<file path="config.mk">
export PLATFORM = sky130hd
export DESIGN_NAME = jk_bank_driver
export DESIGN_NICKNAME = d
export VERILOG_FILES = /design/src/rtl/jk_bank_driver.sv
export SDC_FILE = /design/constraint.sdc
export NUM_CORES = 1
export LEC_CHECK = 0
export BUFFER_PORTS_ARGS = -buffer_cell sky130_fd_sc_hd__buf_2
export CAP_MARGIN = 20
export CORE_ASPECT_RATIO = 0.8
export CORE_MARGIN = 5
export CORE_UTILIZATION = 60
export CTS_BUF_LIST = sky130_fd_sc_hd__clkbuf_4 sky130_fd_sc_hd__clkbuf_8
export CTS_CLUSTER_DIAMETER = 120
export DETAILED_ROUTE_END_ITERATION = 8
export PLACE_DENSITY = 0.87
export SYNTH_ARGS = -nofsm -noshare
export SYNTH_HDL_FRONTEND = slang
export SYNTH_SLANG_ARGS = --single-unit
</file>
<file path="constraint.sdc">
create_clock -name clk -period 4.2 [get_ports clk]
set_input_delay 0.42 -clock clk [delete_from_list [all_inputs] [get_ports clk]]
set_output_delay 0.42 -clock clk [all_outputs]
set_load 0.02 [all_outputs]
</file>
<file path="src/rtl/jk_bank_driver.sv">
// Drives the J/K inputs of an external N-bit JK flop bank to a requested state, verifying the
// fed-back Q and retrying a bounded number of times before latching an error.
module jk_bank_driver #(
  parameter int unsigned N          = 4,
  parameter int unsigned MAX_RETRY  = 2,
  parameter bit          USE_TOGGLE = 1'b0
) (
  input  logic         clk,
  input  logic         rst,
  input  logic         tgt_valid,
  output logic         tgt_ready,
  input  logic [N-1:0] tgt_data,
  input  logic [N-1:0] q_fb,
  input  logic         clr_err,
  output logic [N-1:0] j,
  output logic [N-1:0] k,
  output logic         busy,
  output logic         done,
  output logic         err,
  output logic [N-1:0] err_mask
);

  localparam logic [3:0] MaxRetry = 4'(MAX_RETRY);

  typedef enum logic [2:0] {StClr, StCheck, StIdle, StDrive, StError} state_e;

  state_e       state_q, state_d;
  logic [N-1:0] j_q, j_d, k_q, k_d;
  logic [N-1:0] tgt_q, tgt_d;
  logic [3:0]   retry_q, retry_d;
  logic         ready_q, ready_d, busy_q, busy_d, done_q, done_d, err_q, err_d;
  logic [N-1:0] mask_q, mask_d;
  logic [N-1:0] chk_j, chk_k, acc_j, acc_k;

  // Returns {J, K}; unchanged bits always get J=K=0.
  function automatic logic [2*N-1:0] excite(input logic [N-1:0] q, input logic [N-1:0] t);
    logic [N-1:0] chg;
    chg = q ^ t;
    if (USE_TOGGLE) begin
      return {chg, chg};
    end
    return {chg & t, chg & ~t};
  endfunction

  assign {chk_j, chk_k} = excite(q_fb, tgt_q);
  assign {acc_j, acc_k} = excite(q_fb, tgt_data);

  always_comb begin
    state_d = state_q;
    j_d     = '0;
    k_d     = '0;
    tgt_d   = tgt_q;
    retry_d = retry_q;
    done_d  = 1'b0;
    mask_d  = mask_q;
    unique case (state_q)
      StClr: begin
        state_d = StCheck;
      end
      StCheck: begin
        if (q_fb == tgt_q) begin
          state_d = StIdle;
          done_d  = 1'b1;
          retry_d = '0;
        end else if (retry_q < MaxRetry) begin
          state_d = StDrive;
          retry_d = retry_q + 4'd1;
          j_d     = chk_j;
          k_d     = chk_k;
        end else begin
          state_d = StError;
          mask_d  = q_fb ^ tgt_q;
        end
      end
      StIdle: begin
        if (tgt_valid) begin
          state_d = StDrive;
          tgt_d   = tgt_data;
          retry_d = '0;
          j_d     = acc_j;
          k_d     = acc_k;
        end
      end
      StDrive: begin
        state_d = StCheck;
      end
      StError: begin
        if (clr_err) begin
          state_d = StClr;
          mask_d  = '0;
          retry_d = '0;
          tgt_d   = '0;
          k_d     = '1;
        end
      end
      default: begin
        state_d = StClr;
        k_d     = '1;
      end
    endcase
    // Status outputs are registered copies of what the next state implies.
    ready_d = (state_d == StIdle);
    busy_d  = (state_d != StIdle) && (state_d != StError);
    err_d   = (state_d == StError);
  end

  always_ff @(posedge clk) begin
    if (rst) begin
      state_q <= StClr;
      j_q     <= '0;
      k_q     <= '1;
      tgt_q   <= '0;
      retry_q <= '0;
      ready_q <= 1'b0;
      busy_q  <= 1'b1;
      done_q  <= 1'b0;
      err_q   <= 1'b0;
      mask_q  <= '0;
    end else begin
      state_q <= state_d;
      j_q     <= j_d;
      k_q     <= k_d;
      tgt_q   <= tgt_d;
      retry_q <= retry_d;
      ready_q <= ready_d;
      busy_q  <= busy_d;
      done_q  <= done_d;
      err_q   <= err_d;
      mask_q  <= mask_d;
    end
  end

  assign tgt_ready = ready_q;
  assign busy      = busy_q;
  assign done      = done_q;
  assign err       = err_q;
  assign err_mask  = mask_q;
  assign j         = j_q;
  assign k         = k_q;

endmodule

</file>
# --- Word-level counts from Yosys, hierarchy flattened ---
# Index checks and enable logic that the tools add are counted.
classes:
  addsub: 1
  order_cmp: 1
  n_eq_ne: 14
  mux: 25
  bitwise: 9
  reduce_logical: 10
op_table:
  columns: ["op", "count"]
  rows:
  - ["two-way mux 4 bit", 14]
  - ["one-hot mux 4 bit (2 select lines)", 3]
  - ["bitwise AND 4 bit", 4]
  - ["one-hot mux 4 bit (4 select lines)", 1]
  - ["two-way mux 3 bit", 4]
  - ["one-hot mux 3 bit (4 select lines)", 1]
  - ["one-hot mux 4 bit (3 select lines)", 1]
  - ["equality test 3 x 2 -> 1 bit, second input constant", 3]
  - ["!= test 2 bit, second input constant", 4]
  - ["inverter 4 bit", 2]
  - ["AND reduction 4 bit", 2]
  - ["bitwise XOR 4 bit", 2]
  - ["equality test 3 bit, second input constant", 2]
  - ["!= test 3 bit, second input constant", 2]
  - ["adder 4 x 1 -> 4 bit, second input constant", 1]
  - ["equality test 4 bit", 1]
  - ["less-than comparator 4 x 2 -> 1 bit, second input constant", 1]
  - ["nonzero test 2 bit", 2]
  - ["OR reduction 2 bit", 2]
  - ["equality test 3 x 1 -> 1 bit, second input constant", 1]
  - ["logical NOT 3 bit", 1]
  - ["!= test 3 x 2 -> 1 bit, second input constant", 1]
  - ["AND reduction 3 bit", 1]
  - ["nonzero test 3 bit", 1]
  - ["other kinds (3)", 3]
word_totals:
  reg_bits: 27
  wordCells: 70

# --- Depth between registers and ports, before layout ---
logic_depth:
  word_depth: 6
  ltp_mapped: 7

# --- Least setup slack after synthesis ---
# No wires, ideal clock.
synth_timing:
  path_type: "input to register"
  startpoint: "in q_fb[2]"
  endpoint: "reg k_q[1] (netlist: k[1])"
  setup_time_ps: 122
  arrival_ps: 1493
  required_ps: 4078
  setup_slack_ps: 2586
  cell_stages: 6
  path_buffers: 1
  cell_sequence: "inv_1 ha_1 and4_1 nor3_2 buf_6 a221o_1"
synth_between:
  elab_chain_len: 3
synth_rtl:
  columns: ["element", "line_no", "text"]
  rows:
  - ["start, declared", "13", "input logic [N-1:0] q_fb,"]
  - ["equality test 4 bit", "61", "if (q_fb == tgt_q) begin"]
  - ["two-way mux 4 bit", "61", null]
  - ["one-hot mux 4 bit (4 select lines)", "56", "unique case (state_q)"]
  - ["end signal, assigned", "122", "k_q <= k_d;"]
  - ["end, declared", "28", "logic [N-1:0] j_q, j_d, k_q, k_d;"]
# Every way passes these cells.
# A chain may end at the register's enable or synchronous reset.

# --- Worst setup path in the final report ---
layout_timing:
  startpoint: "reg state_q[0]"
  endpoint: "reg retry_q[2]"
layout_between:
  elab_chain_len: 3
  elab_cells_between_ends: 9
  classes_between: "eq/ne (6); mux (1); reduce/logical (2)"
layout_rtl:
  columns: ["element", "line_no", "text"]
  rows:
  - ["start, declared", "27", "state_e state_q, state_d;"]
  - ["start signal, assigned", "109", "state_q <= StClr;"]
  - ["start signal, assigned", "120", "state_q <= state_d;"]
  - ["equality test 3 x 1 -> 1 bit (tied with other cells)", "56", null]
  - ["!= test 3 bit (no line) (tied with other cells)", null, null]
  - ["AND reduction 4 bit (no line)", null, null]
  - ["end signal, assigned", "124", "retry_q <= retry_d;"]
  - ["end, declared", "30", "logic [3:0] retry_q, retry_d;"]
# Several ways; a longest one is shown, not always the timed one.

==> flow_metrics.py <==
metrics = {
    "placed_design": {
        "placed_area_um2": 1440,
        "dp_slack_ns": 2.15,
        "placed_cells": 180,
        "portBuffers": 27,
        "dp_hpwl_mm": 1.95,
        "gp_congestion": 0.872,
    },
    "clocking": {
        "cts_made_buffers": 3,
        "clk_path_buf_depth": 2,
        "clkTransAtPathRegs_ns": 0.13,
        "insertion_delay_ns": 0.32,
        "cts_resized": 0,
        "htreeDepth": 1,
        "post-cts-setup-buffers": 0,
        "cts.sinks": 27,
        "hold_buffers": 0,
        "clock_tree.root_cell": "clkbuf_4",
        "tritoncts": "built",
    },
    "setup_path": {
        "start_kind": "register",
        "cp_cell_sequence": "or3b_1 > nor3_2 > a21oi_2 > a211oi_2",
        "cp_data_arrival_time_ns": 2.17,
        "critPathCaptureType": "register",
        "crit_required_ns": 4.45,
        "critPathMaxFanout": 11,
        "cp_slowest_stage_delay_ns": 0.59,
        "crit_type": "reg -> reg",
        "crit_slowest_cell": "nor3_2",
    },
    "sta": {
        "max_slew_margin": 0.560,
        "slew_viol_final": 0,
        "hold_viol_final": 0,
        "worst_clock_skew_ns": 0.00291,
        "setup_viol": 0,
        "max_freq_ghz": 0.521,
        "finalCritPeriodShare": 0.457,
        "holdWs_ns": 0.347,
        "finalCriticalPeriod_ns": 1.92,
        "setup_ws_ns": 2.28,
        "rsz0062_at_grt": "no",
        "tns_ns": 0,
        "worstMarginPinSlew_ns": 0.657,
    },
    "drt": {
        "vias": 1043,
        "postRouteAntennaNets": 0,
        "wl_per_cell_um": 14.1,
        "wl_met2_mm": 1.10,
        "met3WireLength_um": 214,
        "drc": 0,
        "highest_layer": "met4",
        "drt_iter0_markers": 29,
        "routed_wl_mm": 2.59,
        "drt_first_pass_iters": 4,
        "avgViaCountPerCell": 5.67,
        "met1_length_mm": 1.19,
    },
    "yosys": {
        "synth_nets": 156,
        "synth_area_leader_cell": "dfxtp_1",
        "synthTopCellsByArea": "dfxtp_1 41%, ha_1 8.5%, mux2_4 4.6%",
        "yosysUniqueCellTypes": 39,
        "yosysWarnings": 0,
        "ys_ff_latch": 27,
        "syn_inst": 135,
        "syn_area_um2": 1320,
        "synth-seq-area-share": 0.410,
        "postSynthAreaPerCell_um2": 9.76,
        "synth-edff-count": 0,
        "yosysMostFrequentCell": "dfxtp_1",
        "ys.flop_type": "dfxtp_1",
        "synth-async-reset-ratio": 0,
        "synth_top_cell_area_share": 0.410,
        "synth_common_cells": "27 x dfxtp_1, 11 x nand2_1, 11 x nor2_1",
    },
    "grt": {
        "grt_pass1_vias": 923,
        "grt_max_degree": 17,
        "antenna_found_initial": 0,
        "gr-total-overflow": 0,
        "grt_usage": 0.161,
        "grt_pass1_wl_mm": 4.17,
    },
    "finish": {
        "final_core_util": 0.693,
        "stdcell_count": 184,
        "syn_to_final_growth_pct": 11.6,
        "multi_input_area_um2": 699,
        "fillers": 161,
        "seq_area_um2": 541,
        "nNetsFinal": 181,
        "post-route-cell-area_um2": 1470,
        "drive_above_1_share": 0.296,
        "antenna_cells": 0,
    },
    "floorplanning": {
        "design.die.area_um2": 3240,
        "coreArea_um2": 2120,
        "rows": 15,
        "ioPinCount": 28,
        "die_y_um": 51.9,
        "die_width_um": 62.4,
        "start_util": 0.621,
    },
    "pwr": {
        "power.density_nw_per_um2": 371,
        "peakVddDrop_mv": 0.228,
        "p_leak_nw": 0.649,
        "power_mw": 0.545,
    },
    "outcome": {
        "status": "finished, final reports clean",
    },
    "min_path": {
        "hold_path_class": "in -> reg",
    },
    "run": {
        "max_cap_viol_count": 0,
    },
}
## logic make-up after synthesis
kind of cell               Yosys count  share of synthesized area
adders and majority gates            9                     0.0855
and+or+nand+nor                     50                      0.228
DFF                                 27                      0.410
xor gates and xnor gates             2                     0.0133
AOI/OAI and AO/OA                   26                      0.151
muxes                                5                     0.0532
buffers and inverters               16                     0.0589
## layer usage
| layer | global-route usage | vias up |
|---|---|---|
| met1 | 0.226 | 463 |
| met2 | 0.231 | 43 |
| met5 | 0 | - |
| met3 | 0.0346 | 11 |
| li1 | - | 526 |
| met4 | 0.0848 | 0 |
## state kept, by name, indices dropped and copies added, names as in the netlist
signal	flops
retry_q	4
err_mask	4
j	4
done	1
state_q	3
err	1
k	4
tgt_q	4
tgt_ready	1
busy	1
## critical path: cells and delay by family, from the launching register on
| family | cells | cell delay, ns |
|---|---|---|
| AOI/OAI and AO/OA | 2 | 0.33 |
| and+or+nand+nor | 2 | 1.02 |
| DFF | 1 | 0.51 |
## final timing paths
check	cells past startpoint	to	slack, ns	startpoint
worst max-delay path	4	retry_q[2]	2.28	state_q[0]
worst min-delay path	3	tgt_q[0]	0.35	tgt_data[0]
worst min register to register	2	retry_q[1]	0.50	retry_q[1]
worst max register to register	4	retry_q[2]	2.28	state_q[0]
## cell type report
type | count | area share
Tap cell | 25 | 0.0213
Sequential cell | 27 | 0.368
Inverter | 9 | 0.0230
Clock buffer | 4 | 0.0204
Timing Repair Buffer | 27 | 0.0919
Multi-Input combinational cell | 92 | 0.476
## layout by cell type, fill, tap and decap left out
cell type	Yosys	routed
a221o_2	1	1
a211oi_2	2	2
nand3b_4	1	1
buf_2	2	27
a32oi_1	4	4
or3b_1	2	2
nor3_2	1	1
xnor2_1	2	2
nor3b_1	1	1
clkbuf_4	0	4
nor3_1	3	3
and3_1	1	1
or3_1	1	1
nand2_1	11	11
nand4bb_1	2	2
a21oi_1	7	7
o2111ai_1	1	1
nor2b_1	1	1
and3b_1	1	1
dfxtp_1	27	27
or2_1	1	1
o21a_1	2	2
nand3_1	4	4
a21oi_2	1	1
and2b_1	1	1
mux2i_1	1	1
a21boi_0	2	2
a221o_1	3	3
nor3b_2	1	1
mux2_4	4	4
and4_1	1	1
ha_1	9	9
nor2_2	4	4
inv_1	9	9
nand4_1	1	1
and3_4	1	1
o21ai_0	3	3
nor2_1	11	11
## where the power goes
group | leakage, nW | internal, mW | switching [mW] | total (mW)
Clock | 0.0184 | 0.0437 | 0.0725 | 0.116
Combinational | 0.411 | 0.0592 | 0.0779 | 0.137
Sequential | 0.220 | 0.275 | 0.0166 | 0.292
Total | 0.649 | 0.378 | 0.167 | 0.545
Note: power is estimated with default switching activity, not from simulation.
